**src/rtl/pv_pkg.sv**
```systemverilog
// Shared widths, FSM encoding and playfield constants
// for the player/ball physics blocks.
package pv_pkg;

   localparam int POS_W = 11;
   localparam int VEL_W = 10;

   typedef logic signed [POS_W-1:0] pos_t;
   typedef logic signed [VEL_W-1:0] vel_t;

   localparam logic [1:0] S_IDLE = 2'd0;
   localparam logic [1:0] S_DRV1 = 2'd1;
   localparam logic [1:0] S_DRV2 = 2'd2;
   localparam logic [1:0] S_RES  = 2'd3;

   localparam pos_t NET_X = 11'sd400;

   localparam logic P1 = 1'b0;
   localparam logic P2 = 1'b1;

endpackage

```
**src/rtl/hit_cooldown.sv**
```systemverilog
// Per-player re-hit cooldown: loaded on a hit,
// stepped down once per resolved round, floors at zero.
module hit_cooldown #(
   parameter int COOLDOWN = 8
) (
   input  logic clk,
   input  logic rst,
   input  logic load,
   input  logic dec,
   output logic zero
);

   logic [3:0] cnt;

   if (COOLDOWN < 0 || COOLDOWN > 15) begin : g_bad_cd
      $error("COOLDOWN must fit in 4 bits");
   end

   always_ff @(posedge clk or posedge rst) begin
      if (rst) begin
         cnt <= '0;
      end else if (load) begin
         cnt <= 4'(COOLDOWN);
      end else if (dec && cnt != '0) begin
         cnt <= cnt - 4'd1;
      end
   end

   assign zero = (cnt == '0);

endmodule

```
**src/rtl/collide_sched.sv**
```systemverilog
// Time-shares one collide unit between both players
// once per frame and publishes a single ball-velocity hit.
module collide_sched
   import pv_pkg::*;
#(
   parameter int SETTLE   = 5,
   parameter int COOLDOWN = 8
) (
   input  logic                    clk,
   input  logic                    rst,
   input  logic                    frame_tick,
   input  logic signed [POS_W-1:0] p1_x,
   input  logic signed [POS_W-1:0] p1_y,
   input  logic signed [POS_W-1:0] p2_x,
   input  logic signed [POS_W-1:0] p2_y,
   input  logic signed [POS_W-1:0] ball_x,
   input  logic signed [POS_W-1:0] ball_y,
   output logic signed [POS_W-1:0] col_chara_x,
   output logic signed [POS_W-1:0] col_chara_y,
   output logic signed [POS_W-1:0] col_ball_x,
   output logic signed [POS_W-1:0] col_ball_y,
   input  logic signed [VEL_W-1:0] col_vx,
   input  logic signed [VEL_W-1:0] col_vy,
   input  logic                    col_valid,
   output logic                    hit_valid,
   output logic                    hit_player,
   output logic signed [VEL_W-1:0] hit_vx,
   output logic signed [VEL_W-1:0] hit_vy,
   output logic                    busy,
   output logic                    overrun
);

   localparam logic [3:0] LAST = 4'(SETTLE - 1);

   if (SETTLE < 5 || SETTLE > 15) begin : g_bad_settle
      $error("SETTLE must be in 5..15");
   end

   logic [1:0] state;
   logic [3:0] cnt;
   pos_t       l1x, l1y, l2x, l2y, lbx, lby;
   logic       r1_v, r2_v;
   vel_t       r1_vx, r1_vy, r2_vx, r2_vy;
   logic       cd1_zero, cd2_zero;
   logic       res, e1, e2, win, win_p2;
   logic       ld1, ld2, dec1, dec2;

   assign busy = (state != S_IDLE);
   assign res  = (state == S_RES);

   // P1 sits on the collide inputs whenever P2 is not
   assign col_chara_x = (state == S_DRV2) ? l2x : l1x;
   assign col_chara_y = (state == S_DRV2) ? l2y : l1y;
   assign col_ball_x  = lbx;
   assign col_ball_y  = lby;

   assign e1  = r1_v && cd1_zero;
   assign e2  = r2_v && cd2_zero;
   assign win = e1 || e2;
   // double hit goes to whoever owns the ball's side of the net
   assign win_p2 = (e1 && e2) ? (lbx >= NET_X) : e2;

   assign ld1  = res && win && !win_p2;
   assign ld2  = res && win && win_p2;
   assign dec1 = res && !ld1;
   assign dec2 = res && !ld2;

   hit_cooldown #(.COOLDOWN(COOLDOWN)) u_cd1 (
      .clk  (clk),
      .rst  (rst),
      .load (ld1),
      .dec  (dec1),
      .zero (cd1_zero)
   );

   hit_cooldown #(.COOLDOWN(COOLDOWN)) u_cd2 (
      .clk  (clk),
      .rst  (rst),
      .load (ld2),
      .dec  (dec2),
      .zero (cd2_zero)
   );

   always_ff @(posedge clk or posedge rst) begin
      if (rst) begin
         state      <= S_IDLE;
         cnt        <= '0;
         l1x        <= '0;
         l1y        <= '0;
         l2x        <= '0;
         l2y        <= '0;
         lbx        <= '0;
         lby        <= '0;
         r1_v       <= 1'b0;
         r1_vx      <= '0;
         r1_vy      <= '0;
         r2_v       <= 1'b0;
         r2_vx      <= '0;
         r2_vy      <= '0;
         hit_valid  <= 1'b0;
         hit_player <= P1;
         hit_vx     <= '0;
         hit_vy     <= '0;
         overrun    <= 1'b0;
      end else begin
         hit_valid <= 1'b0;
         overrun   <= frame_tick && busy;
         case (state)
            S_IDLE: begin
               if (frame_tick) begin
                  l1x   <= p1_x;
                  l1y   <= p1_y;
                  l2x   <= p2_x;
                  l2y   <= p2_y;
                  lbx   <= ball_x;
                  lby   <= ball_y;
                  cnt   <= '0;
                  state <= S_DRV1;
               end
            end
            S_DRV1: begin
               if (cnt == LAST) begin
                  r1_v  <= col_valid;
                  r1_vx <= col_vx;
                  r1_vy <= col_vy;
                  cnt   <= '0;
                  state <= S_DRV2;
               end else begin
                  cnt <= cnt + 4'd1;
               end
            end
            S_DRV2: begin
               if (cnt == LAST) begin
                  r2_v  <= col_valid;
                  r2_vx <= col_vx;
                  r2_vy <= col_vy;
                  cnt   <= '0;
                  state <= S_RES;
               end else begin
                  cnt <= cnt + 4'd1;
               end
            end
            default: begin
               if (win) begin
                  hit_valid  <= 1'b1;
                  hit_player <= win_p2 ? P2 : P1;
                  hit_vx     <= win_p2 ? r2_vx : r1_vx;
                  hit_vy     <= win_p2 ? r2_vy : r1_vy;
               end
               state <= S_IDLE;
            end
         endcase
      end
   end

endmodule
```
**config.mk**
```make
export PLATFORM = sky130hd
export DESIGN_NAME = collide_sched
export DESIGN_NICKNAME = d
export VERILOG_FILES = /design/src/rtl/pv_pkg.sv /design/src/rtl/hit_cooldown.sv /design/src/rtl/collide_sched.sv
export SDC_FILE = /design/constraint.sdc
export NUM_CORES = 1
export LEC_CHECK = 0
export ABC_AREA = 1
export CAP_MARGIN = 20
export CELL_PAD_IN_SITES_DETAIL_PLACEMENT = 1
export CELL_PAD_IN_SITES_GLOBAL_PLACEMENT = 2
export CORE_ASPECT_RATIO = 1.4
export CORE_MARGIN = 5
export CORE_UTILIZATION = 30
export DETAILED_ROUTE_END_ITERATION = 10
export PLACE_DENSITY_LB_ADDON = 0.1
export SLEW_MARGIN = 20
export SYNTH_ARGS = -nofsm -noshare
export SYNTH_HDL_FRONTEND = slang
export SYNTH_SLANG_ARGS = --single-unit
```
**constraint.sdc**
```tcl
create_clock -name clk -period 6.7 [get_ports clk]
set_input_delay 1.34 -clock clk [delete_from_list [all_inputs] [get_ports clk]]
set_output_delay 1.34 -clock clk [all_outputs]
set_load 0.01 [all_outputs]
```
==> reports/qor.yml, run 1 <==
setup_viol: 0
finClkSkew_ns: 0.00922
slew_headroom_pct: 31.2
tritoncts: "done"
start_util_pct: 30.5
r2r_start: "state[1]$_DFFE_PP0P_"
htreeDepth: 4
clkLatencyLatePin_ns: 0.41
hp-class: "register to register"
vias_per_cell: 4.70
clockBufferDepth: 2
clock-sinks: 145
final_common_cell: "clkdlybuf4s50_1"
cts_buffers: 17
area_delta_synth_final_pct: 37.8
dr.pass1.iters: 4
synth_warnings: 0
grt_pass1_wl_um: 29600
p_per_area_nw_per_um2: 479
outcome: "complete, no violations"
core-area_um2: 20600
required_ns: 5.36
die-area_um2: 23900
nets: 884
num_rows: 62
fmax_mhz: 272
nFillCells: 2290
synth_area_leaders: "dfrtp_1 58%, mux2_2 7.4%, nand2_1 7.1%, o21ai_0 5.5%, inv_1 4.6%"
vias: 4953
rsz0062_at_grt: "false"
min_period_ns: 3.68
synth.avg_cell_area_um2: 9.84
ctsRootBufferMaster: "clkbuf_16"
wire_per_inst_um: 16.9
path_clk_slew_ns: 0.07
drt_iter0_drc: 221
cp_max_fo: 47
yosysTopAreaCellShare_pct: 57.9
mostFrequentLayoutCells: "157 x clkdlybuf4s50_1, 145 x dfrtp_1, 118 x nand2_1, 75 x inv_1, 69 x o21ai_0"
grt_antenna_before_repair: 0
endpoint_kind: "output pin"
synth_top_cell_by_area: "dfrtp_1"
synth.cell_area_um2: 6270
peakVddDrop_uv: 205
synth_cells: 637
gr-usage-all-layers_pct: 15.2
drc: 0
ys_types: 28
place_hpwl_um: 12400
cts_resized: 0
final_hold_viol_count: 0
cts_hold_buf: 0
slew_viol_final: 0
drv_cap: 0
highest_layer: "met4"
antenna_cells: 0
die-width_um: 132
final.setup.tns_ns: 0
final_antenna_net_count: 0
grt_max_degree: 96
place_congestion: 0.758
p_leak_nw: 3.98
met2_length_um: 9060
crit_type: "register to output pin"
ys_ff_latch: 145
cp_data_arrival_time_ns: 2.34
wl_met3_um: 1300
post-cts-setup-buffers: 0
holdWs_ns: 0.490
finalCritPeriodShare_pct: 54.9
overflow: 0
critPathLaunch: "state[0]$_DFFE_PP0P_"
drive_above_1_share_pct: 11.2
routed_wl_um: 17700
startpoint_type: "register"
io_buffers: 157
hp-start: "r1_vy[2]$_DFFE_PP0P_"
num_io_pins: 158
die_y_um: 181
grt_pass1_vias: 5695
met1_length_um: 7210
tightest_slew_ns: 1.03
synth_nets: 737
ys_seq_area_share_pct: 57.9
[registers in the layout, indices dropped and copies added, names as in the netlist, 2 cells and up]
| name | cells |
|---|---|
| l1y | 11 |
| r1_vx | 10 |
| r1_vy | 10 |
| hit_vx | 10 |
| cnt | 4 |
| u_cd2.cnt | 4 |
| u_cd1.cnt | 4 |
| l1x | 11 |
| col_ball_y | 11 |
| l2y | 11 |
| state | 2 |
| r2_vy | 10 |
| col_ball_x | 11 |
| hit_vy | 10 |
| l2x | 11 |
| r2_vx | 10 |
[routing by layer]
metal,vias to the layer above,track usage (%)
met4,0,4.16
met2,130,26.4
met5,-,0
met3,10,5.84
met1,2445,17.5
li1,2368,-
[logic make-up after synthesis]
group	synth area share (%)
AO/OA/AOI/OAI	8.10
flip-flops	57.9
XOR/XNOR	0.838
multiplexers	7.37
buffers and inverters	7.27
adder cells (fa/ha/maj)	2.00
AND/OR/NAND/NOR	16.5
[cell usage after synthesis, drive strengths merged]
master    n
nand2   121
xnor2     3
nor3      3
mux2     41
xor2      3
inv      76
clkbuf   17
nand3    52
or2       1
a21oi    29
ha       10
dfrtp   145
o22ai     1
nor2     31
o21ai    69
nor4      1
nand4    18
buf      16
[path summary, 6_finish.rpt]
path                                        endpoint  slack, ns  cells past startpoint
setup / recovery                      col_chara_x[5]       3.02                      6
hold / removal                  r1_vy[2]$_DFFE_PP0P_       0.49                      2
setup reg to reg               hit_vx[3]$_DFFE_PP0P_       3.61                      6
hold reg to reg                 r1_vy[2]$_DFFE_PP0P_       0.49                      2
max in group asynchronous       r1_vx[1]$_DFFE_PP0P_       3.92                      3
min in group asynchronous  col_ball_y[7]$_DFFE_PP0P_       1.48                      2
[power breakdown]
| group | internal (mW) | leakage, nW | switching, mW | total (mW) |
|---|---|---|---|---|
| Clock | 0.576 | 0.284 | 0.396 | 0.971 |
| Sequential | 1.31 | 1.70 | 0.245 | 1.56 |
| Combinational | 0.812 | 1.99 | 0.797 | 1.61 |
[area by class of cell]
class / instances / area, um^2 / share of cell area [%]
sequential: 145 / 3630 / 42.0
multi-input combinational: 383 / 2190 / 25.4
timing repair buffer: 161 / 1600 / 18.5
clock buffer: 19 / 453 / 5.24
tap: 256 / 320 / 3.71
inverter: 76 / 290 / 3.36
clock inverter: 13 / 151 / 1.75
[stage by stage]
step                std cells  power [mW]  area, um^2  setup WS, ns  util [%]
global placement         1021        3.15        8030          3.45      39.1
detailed placement       1021        3.22        8030          3.39      39.1
global route             1053        4.46        8640          2.81      42.0
CTS                      1053        4.22        8640          2.97      42.0
finish                   1053        4.14        8640          3.02      42.0
floorplan                 637        2.40        6270          1.47         -
[worst max-delay path: stages, from the launching register on]
cell	delay (ns)
dfrtp_1	0.40
inv_1	0.12
ha_1	0.17
buf_4	0.39
nand2_1	0.08
o21ai_0	0.15
clkdlybuf4s50_1	0.60
Power figures use the tool's default switching activity.
==> inputs of run 2 (changes only) <==
- CORE_UTILIZATION: 30 -> 27
- clock period: 6.7 -> 3 ns (I/O delays scaled with it)
==> run 2 against run 1 <==
  * Total power increased by 120%
  * Register-to-register slack got worse by 2.7 ns
  * Largest power group unchanged
  * Non-clock buffer count is 4 higher
  * Worst setup slack worse by 2.9 ns
  * Final cell count rose by 5.1%
==> reports/qor.yml, run 2 (synthesis results as in run 1) <==
htreeDepth: 4  # unchanged
crit_type: "register to output pin"  # unchanged
tightest_slew_ns: 0.976  # was 1.03 ns
r2r_start: "u_cd1.cnt[0]$_DFFE_PP0P_"  # was state[1]$_DFFE_PP0P_
setup_viol: 0  # unchanged
slowest_delay_ns: 0.59  # was 0.60 ns
drc: 0  # unchanged
p_leak_nw: 4.02  # was 3.98 nW
num_io_pins: 158  # unchanged
rsz0062_at_grt: "false"  # unchanged
critPathLaunch: "state[0]$_DFFE_PP0P_"  # unchanged
final_antenna_net_count: 0  # unchanged
p_per_area_nw_per_um2: 1060  # was 479 nW/um^2
area_delta_synth_final_pct: 40.0  # was 37.8%
mostFrequentLayoutCells: "157 x clkdlybuf4s50_1, 145 x dfrtp_1, 118 x nand2_1, 75 x inv_1, 69 x o21ai_0"  # unchanged
p_total_mw: 9.28  # was 4.14 mW
cts_buffers: 17  # unchanged
start_util_pct: 27.2  # was 30.5%
ctsRootBufferMaster: "clkbuf_16"  # unchanged
required_ns: 2.40  # was 5.36 ns
endpoint_kind: "output pin"  # unchanged
die-width_um: 139  # was 132 um
cp_max_fo: 46  # was 47
place_congestion: 0.736  # was 0.758
dp_slack_ns: 0.520  # was 3.39 ns
cp_data_arrival_time_ns: 2.25  # was 2.34 ns
overflow: 0  # unchanged
nets: 888  # was 884
drive_above_1_share_pct: 11.5  # was 11.2%
routed_wl_um: 18100  # was 17700 um
min_period_ns: 2.85
final_util_pct: 38.1  # was 42.0%
die-area_um2: 26400  # was 23900 um^2
wire_per_inst_um: 16.4  # was 16.9 um
slowest_stage: "clkdlybuf4s50_1"  # unchanged
vias_per_cell: 4.49  # was 4.70
drt_iter0_drc: 146  # was 221
clkLatencyLatePin_ns: 0.42  # was 0.41 ns
final_hold_viol_count: 0  # unchanged
tritoncts: "done"  # unchanged
path_cells: "inv_1, ha_1, clkbuf_8, o21ai_0, clkdlybuf4s50_1"  # was inv_1, ha_1, buf_4, nand2_1, o21ai_0, clkdlybuf4s50_1
antenna_cells: 0  # unchanged
clockBufferDepth: 2  # unchanged
peakVddDrop_uv: 405  # was 205 uV
grt_pass1_wl_um: 29700  # was 29600 um
nFillCells: 2549  # was 2290
final_common_cell: "clkdlybuf4s50_1"  # unchanged
gr-usage-all-layers_pct: 14.1  # was 15.2%
path_clk_slew_ns: 0.07  # about the same
fmax_mhz: 351
final.setup.tns_ns: 0  # unchanged
num_rows: 66  # was 62
finalWorstSetupSlack_ns: 0.152  # was 3.02 ns
die_y_um: 190  # was 181 um
drv_cap: 0  # unchanged
core-area_um2: 23000  # was 20600 um^2
clock-sinks: 145  # unchanged
finClkSkew_ns: 0.0112  # was 0.00922 ns
grt_pass1_vias: 5539  # was 5695
io_buffers: 157  # unchanged
outcome: "complete, no violations"  # unchanged
finalCritPeriodShare_pct: 94.9
grt_antenna_before_repair: 2  # was 0
place_hpwl_um: 12400  # about the same
slew_headroom_pct: 34.9  # was 31.2%
hp-start: "hit_vx[9]$_DFFE_PP0P_"  # was r1_vy[2]$_DFFE_PP0P_
hp-class: "register to register"  # unchanged
vias: 4965  # was 4953
dr.pass1.iters: 4  # unchanged
rrSetupSlack_ns: 0.96  # was 3.61 ns
slew_viol_final: 0  # unchanged
grt_max_degree: 146  # was 96
holdWs_ns: 0.482  # was 0.490 ns
startpoint_type: "register"  # unchanged
==> run 2: cell types whose count changed in the layout (fill, tap and decap cells not counted) <==
| cell | before | now |
|---|---|---|
| clkinv_2 | 0 | 3 |
| clkinv_4 | 2 | 4 |
| buf_12 | 0 | 3 |
| inv_6 | 6 | 0 |
| bufinv_16 | 2 | 3 |
| clkbuf_1 | 0 | 1 |
==> run 2: critical path, delay by kind of cell (launching register included) <==
kind | cells | cell delay [ns]
buffers and inverters | 3 | 0.92
adder cells (fa/ha/maj) | 1 | 0.23
flip-flops | 1 | 0.38
AO/OA/AOI/OAI | 1 | 0.27
==> run 2: worst paths after layout <==
kind	endpoint	cells after the start
min in group asynchronous	u_cd2.cnt[1]$_DFFE_PP0P_	3
min reg2reg	hit_vx[9]$_DFFE_PP0P_	2
max	col_chara_x[8]	5
max in group asynchronous	l2y[5]$_DFFE_PP0P_	3
max reg2reg	u_cd2.cnt[1]$_DFFE_PP0P_	9
min	hit_vx[9]$_DFFE_PP0P_	2
==> run 2: report_power, final <==
part	internal, mW	switching [mW]
registers	2.93	0.531
logic	1.85	1.78
clock network	1.33	0.861
==> run 2: repair_timing <==
item,CTS,global route
setup buffers,0,0
hold buffers,0,0
resized for setup,0,2
endpoints found under the setup margin,0,20
==> run 2: layer usage <==
layer  global-route usage [%]  wire length [um]  share of wire (%)  vias up
met5                        0                25               0.14        -
met4                     4.07               209                1.2        4
met3                     6.07              1400                7.7       21
met2                     23.9              8960                 49      121
met1                     16.2              7540                 42     2449
li1                         -                 -                  -     2370
==> run 2: metrics by stage <==
step,cell area (um^2),cells
floorplan,6270,637
global placement,8160,1075
detailed placement,8160,1075
CTS,8770,1107
global route,8770,1107
finish,8770,1107
==> run 2: area by class of cell <==
type | instances | area, um^2 | share of cell area [%]
multi-input combinational | 383 | 2190 | 25.0
clock buffer | 19 | 443 | 5.05
clock inverter | 13 | 163 | 1.85
tap | 306 | 383 | 4.36
timing repair buffer | 165 | 1680 | 19.1
inverter | 76 | 289 | 3.29
sequential | 145 | 3630 | 41.4
==> inputs of run 3 (changes only) <==
- CORE_UTILIZATION: 27 -> 33
- CTS_BUF_LIST: default -> sky130_fd_sc_hd__clkbuf_8
- GPL_ROUTABILITY_DRIVEN: default -> 1
- clock period: 3 -> 3.48 ns (I/O delays scaled with it)
==> run 3 against run 2 <==
  * Total power is 21% lower
  * Sequential power fell by 14%
  * Largest cell class unchanged
  * Register-to-register slack better by 0.18 ns
==> reports/qor.yml, run 3 (synthesis results as in run 1) <==
slew_viol_final: 0  # unchanged
clockBufferDepth: 2  # unchanged
wire_per_inst_um: 16.6  # was 16.4 um
drc: 0  # unchanged
grt_antenna_before_repair: 3  # was 2
crit_type: "register to output pin"  # unchanged
dp.cells: 1012  # was 1075
dp_slack_ns: 0.891  # was 0.520 ns
path_cells: "inv_1, ha_1, buf_4, nand2_1, o21ai_0, clkdlybuf4s50_1"  # was inv_1, ha_1, clkbuf_8, o21ai_0, clkdlybuf4s50_1
met3_usage_pct: 7.04  # was 6.07%
clock-sinks: 145  # unchanged
die-width_um: 126  # was 139 um
htreeDepth: 4  # unchanged
routed_wl_um: 17400  # was 18100 um
met1_usage_pct: 19.8  # was 16.2%
area_delta_synth_final_pct: 34.4  # was 40.0%
grt_pass1_vias: 5616  # was 5539
post-cts-setup-buffers: 0  # unchanged
min_period_ns: 3.05
use_met2_pct: 26.3  # was 23.9%
final.setup.tns_ns: 0  # unchanged
slew_headroom_pct: 33.2  # was 34.9%
vias_per_cell: 4.73  # was 4.49
hp-class: "register to register"  # unchanged
required_ns: 2.78  # was 2.40 ns
final_antenna_net_count: 0  # unchanged
gr-usage-all-layers_pct: 16.4  # was 14.1%
dr.pass1.iters: 4  # unchanged
num_rows: 59  # was 66
place_hpwl_um: 11800  # was 12400 um
core-area_um2: 18700  # was 23000 um^2
final_common_cell: "clkdlybuf4s50_1"  # unchanged
nets: 887  # was 888
start_util_pct: 33.6  # was 27.2%
drive_above_1_share_pct: 11.5  # about the same
crit_family: "buffers and inverters"  # unchanged
slowest_delay_ns: 0.60  # was 0.59 ns
final_hold_viol_count: 0  # unchanged
io_buffers: 157  # unchanged
p_per_area_nw_per_um2: 871  # was 1060 nW/um^2
endpoint_kind: "output pin"  # unchanged
vias: 4943  # was 4965
cts_resized: 0  # unchanged
overflow: 0  # unchanged
nFillCells: 2126  # was 2549
finalWorstSetupSlack_ns: 0.430  # was 0.152 ns
cts_hold_buf: 0  # unchanged
fmax_mhz: 328
num_io_pins: 158  # unchanged
tightest_slew_ns: 1.00  # was 0.976 ns
cp_data_arrival_time_ns: 2.35  # was 2.25 ns
drt_iter0_drc: 201  # was 146
die_y_um: 173  # was 190 um
ctsRootBufferMaster: "clkbuf_8"  # was clkbuf_16
cts_buffers: 17  # unchanged
busiest_layer: "met2"  # unchanged
clkLatencyLatePin_ns: 0.45  # was 0.42 ns
peakVddDrop_uv: 434  # was 405 uV
tritoncts: "done"  # unchanged
startpoint_type: "register"  # unchanged
place_congestion: 0.708  # was 0.736
path_clk_slew_ns: 0.08  # was 0.07 ns
die-area_um2: 21900  # was 26400 um^2
p_leak_nw: 3.89  # was 4.02 nW
slowest_stage: "clkdlybuf4s50_1"  # unchanged
cp_max_fo: 47  # was 46
finClkSkew_ns: 0.0142  # was 0.0112 ns
drv_cap: 0  # unchanged
grt_max_degree: 146  # unchanged
mostFrequentLayoutCells: "157 x clkdlybuf4s50_1, 145 x dfrtp_1, 118 x nand2_1, 75 x inv_1, 69 x o21ai_0"  # unchanged
outcome: "complete, no violations"  # unchanged
crit_buf_inv: 3  # unchanged
stdcell_count: 1045  # was 1107
rsz0062_at_grt: "false"  # unchanged
grt_pass1_wl_um: 29000  # was 29700 um
setup_viol: 0  # unchanged
finalCritPeriodShare_pct: 87.6
==> run 3: cell count changes in the layout (fill, tap and decap cells not counted), sizes merged <==
cell,previous run,this run
bufinv,3,0
clkbuf,20,18
clkinv,7,5
diode,0,1
inv,75,81
==> run 3: worst paths after layout <==
kind	start	endpoint	slack [ns]	cells after the start
worst max-delay path	state[0]$_DFFE_PP0P_	col_chara_x[8]	0.43	6
worst min-delay path	hit_player$_DFFE_PP0P_	hit_player$_DFFE_PP0P_	0.49	2
worst max register to register	state[1]$_DFFE_PP0P_	hit_vy[3]$_DFFE_PP0P_	1.14	8
worst min register to register	hit_player$_DFFE_PP0P_	hit_player$_DFFE_PP0P_	0.49	2
max in group asynchronous	rst	l2x[3]$_DFFE_PP0P_	2.01	3
min in group asynchronous	rst	hit_player$_DFFE_PP0P_	0.81	3
==> run 3: tightest hold or removal path, delay by kind of cell, from the launching register on <==
| kind | cells | cell delay (ns) |
|---|---|---|
| simple gates | 2 | 0.11 |
| flops | 1 | 0.35 |
==> run 3: report_power, final <==
part           internal [mW]  switching [mW]
sequential              2.52           0.459
clock                  0.535           0.724
combinational           1.57            1.53
total                   4.63            2.71
==> run 3: layout make-up <==
cell class / instances / area, um^2 / share of cell area [%]
diodes: 1 / 2.50 / 0.0297
clock buffers: 18 / 248 / 2.94
clock inverters: 14 / 123 / 1.46
inverters: 76 / 289 / 3.43
multi-input cells: 383 / 2190 / 26.0
flip-flops and latches: 145 / 3630 / 43.1
well taps: 244 / 305 / 3.62
repair buffers: 164 / 1640 / 19.4
==> run 3: stage by stage <==
stage | hold slack (ns) | cell area, um^2 | power, mW | util [%]
3_3_place_gp | 0.467 | 8050 | 6.02 | 43.1
4_1_cts | 0.495 | 8420 | 7.48 | 45.1
3_5_place_dp | 0.473 | 8050 | 6.17 | 43.1
5_1_grt | 0.511 | 8420 | 7.93 | 45.1
2_1_floorplan | 0.453 | 6270 | 4.63 | -
6_report | 0.491 | 8420 | 7.34 | 45.1
==> run 3: routing by layer <==
metal  part of all wire (%)  vias up
met5                   0.12        -
met4                    1.7        4
met3                    7.9       26
met2                     48      124
met1                     42     2430
li1                       -     2359
